### config.mk
export PLATFORM = sky130hd
export DESIGN_NAME = norm_chk_sequencer
export DESIGN_NICKNAME = d
export VERILOG_FILES = /design/src/rtl/norm_chk_sequencer.sv
export SDC_FILE = /design/constraint.sdc
export NUM_CORES = 1
export LEC_CHECK = 0
export BUFFER_PORTS_ARGS = -buffer_cell sky130_fd_sc_hd__buf_2
export CAP_MARGIN = 15
export CORE_MARGIN = 2
export CORE_UTILIZATION = 40
export DETAILED_ROUTE_END_ITERATION = 16
export PLACE_DENSITY = 0.72
export SLEW_MARGIN = 10
export SYNTH_ARGS = -nofsm -noshare
export SYNTH_HDL_FRONTEND = slang
export SYNTH_SLANG_ARGS = --single-unit
### constraint.sdc
create_clock -name clk -period 5 [get_ports clk]
set_input_delay 0.25 -clock clk [delete_from_list [all_inputs] [get_ports clk]]
set_output_delay 0.25 -clock clk [all_outputs]
set_load 0.005 [all_outputs]
### src/rtl/norm_chk_sequencer.sv
// Streams polynomial words from memory and checks every coefficient
// against the infinity-norm bound of the selected mode, constant-time.
module norm_chk_sequencer #(
  parameter int REG_SIZE       = 24,
  parameter int MLDSA_Q        = 8380417,
  parameter int ADDR_W         = 15,
  parameter int COEFF_PER_WORD = 4,
  parameter int WORDS_PER_POLY = 64
) (
  input  logic                                   clk,
  input  logic                                   reset_n,
  input  logic                                   zeroize,
  input  logic                                   norm_check_enable,
  input  logic [1:0]                             mode,
  input  logic [ADDR_W-1:0]                      mem_base_addr,
  input  logic [3:0]                             num_poly,
  output logic                                   mem_rd_en,
  output logic [ADDR_W-1:0]                      mem_rd_addr,
  input  logic [COEFF_PER_WORD*(REG_SIZE-1)-1:0] mem_rd_data,
  output logic                                   norm_check_ready,
  output logic                                   norm_check_done,
  output logic                                   invalid
);

  localparam int CW     = REG_SIZE - 1;
  localparam int CNT_W  = $clog2(16 * WORDS_PER_POLY);
  localparam int GAMMA1 = 1 << 19;
  localparam int GAMMA2 = (MLDSA_Q - 1) / 32;
  localparam int BETA   = 120;

  localparam logic [REG_SIZE-1:0] Q_V =
    REG_SIZE'(MLDSA_Q);
  localparam logic [REG_SIZE-1:0] Z_BND =
    REG_SIZE'(GAMMA1 - BETA);
  localparam logic [REG_SIZE-1:0] R0_BND =
    REG_SIZE'(GAMMA2 - BETA);
  localparam logic [REG_SIZE-1:0] CT0_BND =
    REG_SIZE'(GAMMA2);

  typedef enum logic [1:0] {
    MODE_Z,
    MODE_R0,
    MODE_CT0,
    MODE_RSVD
  } chk_norm_mode_t;

  typedef enum logic [1:0] {
    IDLE,
    READ,
    DRAIN,
    DONE
  } state_t;

  state_t               state_q, state_d;
  chk_norm_mode_t       mode_q;
  logic [ADDR_W-1:0]    base_q;
  logic [CNT_W-1:0]     cnt_q;
  logic [CNT_W-1:0]     last_q;
  logic [CNT_W-1:0]     last_d;
  logic [CNT_W-1:0]     np_ext;
  logic                 dv_q;
  logic                 invalid_q;
  logic                 start;
  logic                 word_flag;
  logic [REG_SIZE-1:0]  bnd_lo;
  logic [REG_SIZE-1:0]  bnd_hi;

  assign start = (state_q == IDLE) && norm_check_enable;

  always_comb begin
    np_ext = (num_poly == 4'd0) ? CNT_W'(1) : CNT_W'(num_poly);
    last_d = np_ext * CNT_W'(WORDS_PER_POLY) - CNT_W'(1);
  end

  always_ff @(posedge clk or negedge reset_n) begin
    if (!reset_n) begin
      state_q <= IDLE;
    end else if (zeroize) begin
      state_q <= IDLE;
    end else begin
      state_q <= state_d;
    end
  end

  always_comb begin
    state_d = state_q;
    unique case (state_q)
      IDLE:  if (norm_check_enable) state_d = READ;
      READ:  if (cnt_q == last_q) state_d = DRAIN;
      DRAIN: state_d = DONE;
      DONE:  state_d = IDLE;
    endcase
  end

  always_comb begin
    mem_rd_en        = (state_q == READ);
    mem_rd_addr      = '0;
    if (mem_rd_en) mem_rd_addr = base_q + ADDR_W'(cnt_q);
    norm_check_ready = (state_q == IDLE);
    norm_check_done  = (state_q == DONE);
  end

  // Reserved mode uses bound 0, so every coefficient lands in the window.
  always_comb begin
    bnd_lo = '0;
    unique case (mode_q)
      MODE_Z:    bnd_lo = Z_BND;
      MODE_R0:   bnd_lo = R0_BND;
      MODE_CT0:  bnd_lo = CT0_BND;
      MODE_RSVD: bnd_lo = '0;
    endcase
    bnd_hi = Q_V - bnd_lo;
  end

  always_comb begin
    word_flag = 1'b0;
    for (int i = 0; i < COEFF_PER_WORD; i++) begin
      word_flag = word_flag |
        (({1'b0, mem_rd_data[i*CW +: CW]} >= bnd_lo) &&
         ({1'b0, mem_rd_data[i*CW +: CW]} <= bnd_hi));
    end
  end

  always_ff @(posedge clk or negedge reset_n) begin
    if (!reset_n) begin
      mode_q    <= MODE_Z;
      base_q    <= '0;
      cnt_q     <= '0;
      last_q    <= '0;
      dv_q      <= 1'b0;
      invalid_q <= 1'b0;
    end else if (zeroize) begin
      mode_q    <= MODE_Z;
      base_q    <= '0;
      cnt_q     <= '0;
      last_q    <= '0;
      dv_q      <= 1'b0;
      invalid_q <= 1'b0;
    end else begin
      dv_q <= mem_rd_en;
      if (start) begin
        mode_q    <= chk_norm_mode_t'(mode);
        base_q    <= mem_base_addr;
        last_q    <= last_d;
        cnt_q     <= '0;
        invalid_q <= 1'b0;
      end else begin
        if (mem_rd_en) cnt_q <= cnt_q + CNT_W'(1);
        if (dv_q && word_flag) invalid_q <= 1'b1;
      end
    end
  end

  assign invalid = invalid_q;

endmodule

==> metrics.txt, run 1 <==
status complete, no violations; top-level port count between 100 and 150; Clock H-tree levels 2; area of the core ~10000 sq um; startpoint of the worst-slack reg-to-reg timing path mode_q[1]$_DFFE_PN0N_; maximum number of pins on one net before global-route repair 50; headroom to the max-slew limit 32.1%; commonest cells in the synthesized netlist 87 x sky130_fd_sc_hd__ha_1, 39 x sky130_fd_sc_hd__nor2_1, 36 x sky130_fd_sc_hd__dfrtp_1; Area Overhead vs Synth 20.6%; portion of synthesized cell area occupied by the leading cell type 25.2%; arrival time of the worst setup path approximately 3.4 ns; global-route wire length before repair between 15 and 20 mm; Global Route Usage Sum around 21%; average detailed-routed wire length per instance about 16 um; CTS root buffer sky130_fd_sc_hd__clkbuf_8; diode count 0; maximum clock frequency between 0.3 and 0.4 GHz; CTS Hold Buffers Added 0; Clk pwr share 16.9%; antenna-violating nets left 0; total grt overflow 0; iteration count of the initial detailed-routing pass 4; cell count after synthesis around 500; total cell area at the placement stage slightly above 5000 sq um; ordered cell list for the critical path buf_4, inv_1, ha_1, nor2_1, ha_1, o21ai_0, a21oi_1, a221oi_1, o31ai_1, a41oi_1, a21oi_1, o31a_1; Synthesized Nets 700; most common flop cell mapped by yosys sky130_fd_sc_hd__dfrtp_1; number of global-route vias before repair approximately 4300; height of the die between 100 and 150 um; Starting DRT DRC Count 264; cell with the largest stage delay on the worst path sky130_fd_sc_hd__nor2_1; area of all placed cells without fillers about 5200 sq um; R2R Path End invalid$_DFFE_PN0P_; number of buffers inserted during clock tree synthesis 5; TritonCTS clock tree done; Leakage Power approximately 2.6 nW; startpoint kind of the worst setup timing path flop; total power per unit cell area about 220 nW/um^2; Hold Fails Final Rpt 0; initial core utilization approximately 42%; part of the Yosys area used for sequential elements around a fifth; number of library cell types mapped by synthesis 64; number of endpoints failing setup at the final stage 0; via count ~4400; worst reg-to-reg setup slack 1.75 ns; slew of the pin with the lowest slew margin just over 1 ns; critical path class flop to flop; buffer count from post-CTS setup fixing 0; IO buf count ~140; DRC Markers 0; site row count 37; required time of the critical path between 5 and 6 ns; critical path endpoint category flop; internal power about 0.00069 W; leading post-synthesis cells by cell area sky130_fd_sc_hd__ha_1 25%, sky130_fd_sc_hd__dfrtp_1 21%, sky130_fd_sc_hd__a22o_1 4.0%; Worst-Skew Late Latency roughly 0.28 ns; clock net sink count 36; setup TNS 0 ns; vias per cell about 5.8; synthesized area divided by synthesized cell count between 8 and 9 sq um; switching share of power between 40 and 50%; total of flip-flops plus latches after synthesis 36; number of gates given a new drive strength after cts 0; count of flip-flops with a built-in enable after synthesis 0; Hold WC Path Type primary input to asynchronous set/reset pin; Register-to-Register Path Depth 12; most common cell in the synthesized netlist sky130_fd_sc_hd__ha_1; wirelength, routed ~12 mm; worst slack, placed roughly 1.8 ns; Synth warnings 0; Sw Pwr between 0.0004 and 0.0005 W; Clock Tree Buf Depth 2; Buf+Inv Stages, Crit Path 2; die span in x approximately 110 um; power share of the sequential group about a third; number of antenna violations at the first check in global routing 0; kind of cell adding the most delay to the critical path compound AO/OA/AOI/OAI gates; clock skew after layout ~0.0050 ns; setup repair after global routing missed its margin no; proportion of layout cells with a drive suffix above 1 between 20% and 30%; count of max-cap constraint violations 0; least setup slack across all paths after layout 1.75 ns; maximum net fanout on the critical path 23; clock-pin slew on the worst setup and hold paths approximately 0.070 ns; Comb power frac 50.4%; fraction of synthesis flops using an asynchronous set or reset pin 100%; Die Footprint between 10000 and 15000 sq um; Post-Synthesis Cell Area about 4300 sq um; Net count, final around 830; final max-slew violation count 0; min Tclk post-route around 3.3 ns; Final period util approximately 65%; longest individual stage delay on the worst path 0.39 ns; estimated wirelength of the detail-placed design about 9.9 mm; worst ir drop on vdd 199 uV; biggest area consumer among synthesized cells sky130_fd_sc_hd__ha_1; Final Wtd Congestion 0.904
==> logic make-up after synthesis <==
| logic type | share of synthesized area (%) |
|---|---|
| flops | 20.8 |
| mux | 0.231 |
| xor+xnor | 6.30 |
| compound gates | 23.5 |
| simple gates | 20.8 |
| fa+ha+maj | 25.6 |
| buf+inv | 2.80 |
==> state kept, by name, summed over array words and instances, names as in the netlist <==
signal	count
cnt_q	10
state_q	2
base_q	15
dv_q	1
mode_q	2
invalid	1
last_q	5
==> area by class of cell <==
type | instances | area [sq um]
clock buffers | 6 | 72.6
multi-input cells | 431 | 3310
well taps | 136 | 170
clock inverters | 1 | 5.00
fillers | 1010 | 5200
repair buffers | 138 | 698
inverters | 17 | 63.8
flip-flops and latches | 36 | 901
==> routing by layer <==
layer	GRT usage [%]	wire, um	vias up
li1	-	-	2183
met1	25.5	5400	2089
met2	37.5	6010	114
met3	2.95	656	18
met4	5.31	200	0
met5	0	0	-
==> power groups by stage <==
| stage | logic (W) | registers, W | clock network [W] |
|---|---|---|---|
| after floorplan | 0.000371 | 0.000379 | 0 |
| after global placement | 0.000560 | 0.000385 | 0 |
| after detailed placement | 0.000586 | 0.000386 | 0 |
| after CTS | 0.000589 | 0.000380 | 0.000202 |
| after global routing | 0.000663 | 0.000388 | 0.000215 |
| final | 0.000586 | 0.000382 | 0.000196 |
==> metrics by stage <==
step / power (W) / utilization, % / std cells / hold WS, ns
after floorplan: 0.000750 / - / 495 / -0.0456
after global placement: 0.000945 / 49.3 / 758 / 0.385
after detailed placement: 0.000972 / 49.3 / 758 / 0.394
after CTS: 0.00117 / 50.1 / 765 / 0.0840
after global routing: 0.00127 / 50.1 / 765 / 0.111
final: 0.00116 / 50.1 / 765 / 0.0543
==> worst max-delay path by stage <==
stage	endpoint	slack, ns	cells after the start	from
after floorplan	invalid$_DFFE_PN0P_	1.96	9	mode_q[1]$_DFFE_PN0N_
after global placement	invalid$_DFFE_PN0P_	1.96	12	mode_q[1]$_DFFE_PN0N_
after detailed placement	invalid$_DFFE_PN0P_	1.82	9	mode_q[0]$_DFFE_PN0N_
after CTS	invalid$_DFFE_PN0P_	1.80	12	mode_q[1]$_DFFE_PN0N_
after global routing	invalid$_DFFE_PN0P_	1.52	12	mode_q[1]$_DFFE_PN0N_
final	invalid$_DFFE_PN0P_	1.75	12	mode_q[1]$_DFFE_PN0N_
==> cell usage in the layout (no fill, tap or decap), drive strengths merged, types with 5 or more instances in the layout <==
master  instances
ha             87
nor4            6
buf           138
nand2b          5
a22o           20
a21oi          31
o21ai          33
nand3          17
or3             9
nor2           39
and2           10
o21a            5
a211oi          6
inv            17
a21o            7
xor2           11
nand2          25
nor3           14
a221oi          5
xnor2          18
clkbuf          6
dfrtp          36
nand4          12
Note: power is estimated with default switching activity, not from simulation.
==> inputs of run 2 (changes only) <==
==> constraint.sdc (replaced) <==
create_clock -name clk -period 3.3 [get_ports clk]
set_input_delay 0.165 -clock clk [delete_from_list [all_inputs] [get_ports clk]]
set_output_delay 0.165 -clock clk [all_outputs]
set_load 0.005 [all_outputs]
==> metrics.txt, run 2 (same netlist as run 1, synthesis figures left out) <==
worst reg-to-reg setup slack between 0.4 and 0.5 ns; status complete, no violations; cell with the largest stage delay on the worst path sky130_fd_sc_hd__dfrtp_1; clock-pin slew on the worst setup and hold paths about 0.080 ns; most frequent standard cell in the layout excluding fill and tap cells sky130_fd_sc_hd__buf_2; die span in x about 110 um; setup repair after global routing missed its margin no; Die Footprint approximately 12000 sq um; top register by number of flip-flops base_q; number of antenna violations at the first check in global routing 1; Fill cells 1023; antenna-violating nets left 0; Min-Delay Startpoint mode[1]; iteration count of the initial detailed-routing pass 5; maximum number of pins on one net before global-route repair 37; vias per cell 5.72; global-route wire length before repair between 15 and 20 mm; critical path class flop to output pin; required time of the critical path roughly 3.1 ns; end point of the worst hold path mode_q[1]$_DFFE_PN0N_; TritonCTS clock tree done; height of the die 108 um; average detailed-routed wire length per instance around 16 um; Clock H-tree levels 2; proportion of layout cells with a drive suffix above 1 between 20% and 30%; arrival time of the worst setup path 2.75 ns; slew of the pin with the lowest slew margin roughly 0.84 ns; startpoint kind of the worst setup timing path flop; total grt overflow 0; Starting DRT DRC Count around 280; longest individual stage delay on the worst path 0.47 ns; clock net sink count 36; number of global-route vias before repair about 4300; min Tclk post-route a little under 3 ns; number of buffers inserted during clock tree synthesis 5; Clock Tree Buf Depth 2; Leakage Power 2.61 nW; Area Overhead vs Synth 22.8%; Global Route Usage Sum 21.1%; critical path endpoint category output pin; Register-to-Register Path Depth 11; wirelength, routed 12.6 mm; R2R Path End invalid$_DFFE_PN0P_; estimated wirelength of the detail-placed design roughly 10 mm; ordered cell list for the critical path ha_1, fa_1, a21oi_1, o21bai_1, a21oi_1, o21ai_1, a41oi_2, or3_1, a21boi_1, buf_2; via count around 4400; post-layout power roughly 0.0018 W; number of endpoints failing setup at the final stage 0; Final Wtd Congestion a little under 0.9; IO buf count 135; final max-slew violation count 0; most frequent cells in the layout 135 x sky130_fd_sc_hd__buf_2, 86 x sky130_fd_sc_hd__ha_1, 39 x sky130_fd_sc_hd__nor2_1; Final period util a little under 90%; final non-filler cell total around 780; Hold WC Path Type primary input to flop; area of the core 10400 sq um; startpoint of the worst-slack reg-to-reg timing path mode_q[1]$_DFFE_PN0N_; top-level port count around 140; site row count 37; worst hold stages 3; headroom to the max-slew limit about 44%; worst ir drop on vdd about 320 uV; Hold Fails Final Rpt 0; setup TNS 0 ns; initial core utilization about two fifths; maximum clock frequency 0.343 GHz; DRC Markers 0; number of placed cells counting well taps 766; count of max-cap constraint violations 0; maximum net fanout on the critical path 6; total power per unit cell area 344 nW/um^2; clock skew after layout between 0.002 and 0.003 ns; Worst-Skew Late Latency 0.29 ns; Regs by FF count base_q: 15 flops, cnt_q: 10 flops, last_q: 5 flops; Net count, final about 840; number of flip-flops under the largest register name 15; Finished Core Util 51.0%; buffer count from post-CTS setup fixing 0; CTS root buffer sky130_fd_sc_hd__clkbuf_8; Top cell by count, worst path sky130_fd_sc_hd__a21oi_1
==> run 2: worst max-delay path by stage <==
stage	slack, ns	from	end	cells after the start
2_1_floorplan	0.26	mode_q[1]$_DFFE_PN0N_	invalid$_DFFE_PN0P_	9
3_3_place_gp	0.54	mode_q[1]$_DFFE_PN0N_	invalid$_DFFE_PN0P_	10
3_5_place_dp	0.48	mode_q[1]$_DFFE_PN0N_	invalid$_DFFE_PN0P_	11
4_1_cts	0.24	cnt_q[0]$_DFFE_PN0P_	mem_rd_addr[14]	10
5_1_grt	0.13	cnt_q[0]$_DFFE_PN0P_	mem_rd_addr[12]	10
6_report	0.38	cnt_q[0]$_DFFE_PN0P_	mem_rd_addr[14]	10
==> run 2: repair_timing <==
item | CTS | global route
endpoints found under the setup margin | 0 | 3
resized for setup | 0 | 1
hold buffers | 1 | 0
endpoints found under the hold margin | 19 | 0
==> run 2: per-layer routing <==
| layer | up-vias | track usage (%) | routed length [um] |
|---|---|---|---|
| met5 | - | 0 | 0 |
| met4 | 0 | 5.13 | 180 |
| met3 | 16 | 3.01 | 589 |
| met1 | 2091 | 26.9 | 5850 |
| met2 | 131 | 37.7 | 5960 |
| li1 | 2199 | - | - |
==> run 2: worst max-delay path, delay by kind of cell (launching register included) <==
| family | cells | cell delay (ns) |
|---|---|---|
| fa+ha+maj | 2 | 0.44 |
| buf+inv | 1 | 0.13 |
| flops | 1 | 0.47 |
| simple gates | 1 | 0.38 |
| compound gates | 6 | 1.04 |
==> run 2: final cells by class <==
cell class | instances | area (sq um) | area share (%)
Tap cell | 136 | 170 | 3.20
Multi-Input combinational cell | 431 | 3310 | 62.4
Clock inverter | 2 | 10.0 | 0.188
Timing Repair Buffer | 147 | 768 | 14.5
Inverter | 17 | 63.8 | 1.20
Clock buffer | 6 | 82.6 | 1.55
Sequential cell | 36 | 901 | 17.0
Antenna cell | 1 | 2.50 | 0.0471
==> run 2: through the flow <==
stage | area [sq um] | hold WS [ns] | setup WS [ns]
after floorplan | 4330 | -0.131 | 0.257
after global placement | 5200 | 0.303 | 0.542
after detailed placement | 5200 | 0.308 | 0.475
after CTS | 5300 | 0.0773 | 0.243
after global routing | 5310 | 0.0849 | 0.128
final | 5310 | 0.0819 | 0.383
==> run 2: report_power, final <==
group / switching (W) / total [W] / internal (W) / leakage, nW
Combinational: 0.000507 / 0.000912 / 0.000404 / 2.07
Sequential: 0.0000738 / 0.000583 / 0.000509 / 0.490
Clock: 0.000165 / 0.000331 / 0.000167 / 0.0510
Total: 0.000746 / 0.00183 / 0.00108 / 2.61
==> inputs of run 3 (changes only) <==
--- a/config.mk
+++ b/config.mk
@@ -9,8 +9,10 @@
 export CAP_MARGIN = 15
 export CORE_MARGIN = 2
 export CORE_UTILIZATION = 40
+export CTS_BUF_LIST = sky130_fd_sc_hd__clkbuf_4 sky130_fd_sc_hd__clkbuf_8
 export DETAILED_ROUTE_END_ITERATION = 16
 export PLACE_DENSITY = 0.72
+export RECOVER_POWER = 100
 export SLEW_MARGIN = 10
 export SYNTH_ARGS = -nofsm -noshare
 export SYNTH_HDL_FRONTEND = slang
==> metrics.txt, run 3 (same netlist as run 1, synthesis figures left out) <==
status complete, but fails checks; failing checks max-capacitance violations, max-slew violations; average detailed-routed wire length per instance between 15 and 20 um; ordered cell list for the critical path ha_1, fa_1, a21oi_1, o21bai_1, a21oi_1, o21ai_1, a41oi_2, o21ai_0, a21boi_0, buf_2; number of global-route vias before repair roughly 4300; Net count, final between 800 and 900; Register-to-Register Path Depth 11; cell with the largest stage delay on the worst path sky130_fd_sc_hd__dfrtp_1; Worst-Skew Late Latency about 0.29 ns; wirelength, routed ~13 mm; Worst Hold Margin 0.0815 ns; estimated wirelength of the detail-placed design a little over 10 mm; number of antenna violations at the first check in global routing 1; Top cell by count, worst path sky130_fd_sc_hd__a21oi_1; Die Footprint between 10000 and 15000 sq um; Hold WC Path Type primary input to flop; antenna-violating nets left 0; proportion of layout cells with a drive suffix above 1 roughly a quarter; Final Wtd Congestion a little under 0.9; global-route wire length before repair 20.0 mm; Min-Delay Startpoint mode[1]; startpoint kind of the worst setup timing path flop; count of max-cap constraint violations 1; critical path class flop to output pin; min Tclk post-route around 3.0 ns; slew of the pin with the lowest slew margin approximately 2 ns; die span in x about 110 um; area of all placed cells without fillers 5300 sq um; kind of cell adding the most delay to the critical path compound AO/OA/AOI/OAI gates; area of the core between 10000 and 15000 sq um; Fill cells roughly 1000; total grt overflow 0; headroom to the max-slew limit -35.5%; count of cell instances traversed by the critical path 10; number of buffers inserted during clock tree synthesis 5; arrival time of the worst setup path 2.79 ns; Clock H-tree levels 2; worst ir drop on vdd around 310 uV; final max-slew violation count 37; most frequent cells in the layout 130 x sky130_fd_sc_hd__buf_2, 86 x sky130_fd_sc_hd__ha_1, 39 x sky130_fd_sc_hd__nor2_1; total cell area at the placement stage ~5200 sq um; maximum net fanout on the critical path 6; longest individual stage delay on the worst path approximately 0.46 ns; Final period util approximately 89%; top-level port count 136; maximum number of pins on one net before global-route repair 37; via count 4490; height of the die ~110 um; number of flip-flops under the largest register name 15; most frequent standard cell in the layout excluding fill and tap cells sky130_fd_sc_hd__buf_2; worst hold stages 3; setup TNS 0 ns; Leakage Power between 2 and 3 nW; worst slack, placed between 0.4 and 0.5 ns; total power per unit cell area around 340 nW/um^2; number of endpoints failing setup at the final stage 0; buffer count from post-CTS setup fixing 0; TritonCTS clock tree done; Starting DRT DRC Count 280; site row count 37; least setup slack across all paths after layout ~0.35 ns; iteration count of the initial detailed-routing pass 7; clock-pin slew on the worst setup and hold paths 0.08 ns; Area Overhead vs Synth 22.5%; startpoint of the worst-slack reg-to-reg timing path mode_q[1]$_DFFE_PN0N_; clock skew after layout 0.00395 ns; worst reg-to-reg setup slack 0.41 ns; DRC Markers 0; Buf+Inv Stages, Crit Path 1; required time of the critical path roughly 3.1 ns; IO buf count between 100 and 150; Regs by FF count base_q: 15 flops, cnt_q: 10 flops, last_q: 5 flops; vias per cell a little under 6; end point of the worst hold path mode_q[1]$_DFFE_PN0N_; post-layout power approximately 0.0018 W; maximum clock frequency roughly 0.34 GHz; setup repair after global routing missed its margin no; Clock Tree Buf Depth 2; critical path endpoint category output pin; Hold Fails Final Rpt 0; Global Route Usage Sum roughly a fifth; clock net sink count 36; initial core utilization 41.5%; top register by number of flip-flops base_q; CTS root buffer sky130_fd_sc_hd__clkbuf_8; R2R Path End invalid$_DFFE_PN0P_
## run 3: cell count changes in the layout (fill, tap and decap cells not counted), sizes merged
| cell | delta |
|---|---|
| buf | -7 |
| clkbuf | +7 |
## run 3: how the worst max path moves through the flow
stage / end / start
2_1_floorplan: invalid$_DFFE_PN0P_ / mode_q[1]$_DFFE_PN0N_
3_3_place_gp: invalid$_DFFE_PN0P_ / mode_q[1]$_DFFE_PN0N_
3_5_place_dp: invalid$_DFFE_PN0P_ / mode_q[1]$_DFFE_PN0N_
4_1_cts: mem_rd_addr[14] / cnt_q[0]$_DFFE_PN0P_
5_1_grt: mem_rd_addr[12] / cnt_q[0]$_DFFE_PN0P_
6_report: mem_rd_addr[12] / cnt_q[0]$_DFFE_PN0P_
## run 3: report_power, final
| part | leakage (nW) | total [W] | switching (W) | internal (W) |
|---|---|---|---|---|
| registers | 0.490 | 0.000582 | 0.0000735 | 0.000509 |
| logic | 2.03 | 0.000900 | 0.000506 | 0.000393 |
| clock network | 0.0510 | 0.000332 | 0.000165 | 0.000167 |
## run 3: cell type report
cell class              instances  area (sq um)  area share [%]
inverters                      17          63.8            1.20
clock buffers                   6          82.6            1.56
flip-flops and latches         36           901            17.0
repair buffers                147           754            14.2
well taps                     136           170            3.21
diodes                          1          2.50          0.0472
clock inverters                 2          10.0           0.189
multi-input cells             431          3310            62.6
## run 3: routing by layer
metal / track usage [%] / vias up / routed length, um
met5: 0 / - / 0
met4: 5.13 / 0 / 213
met3: 3.01 / 21 / 634
met2: 37.7 / 154 / 5910
met1: 26.9 / 2117 / 5830
li1: - / 2198 / -
## run 3: repair_timing
item | in CTS | in global routing
hold endpoints to repair | 19 | 0
gates resized for setup | 0 | 1
hold buffers | 1 | 0
endpoints found under the setup margin | 0 | 3
## run 3: metrics by stage
| stage | std cells | util, % |
|---|---|---|
| CTS | 775 | 50.9 |
| finish | 776 | 50.9 |
| detailed placement | 766 | 49.9 |
| global route | 775 | 50.8 |
| floorplan | 495 | - |
| global placement | 766 | 49.9 |
## run 3: worst min-delay path: stages
cell	delay (ns)
sky130_fd_sc_hd__buf_2	0.08
sky130_fd_sc_hd__nand2_1	0.04
sky130_fd_sc_hd__o21ai_0	0.06
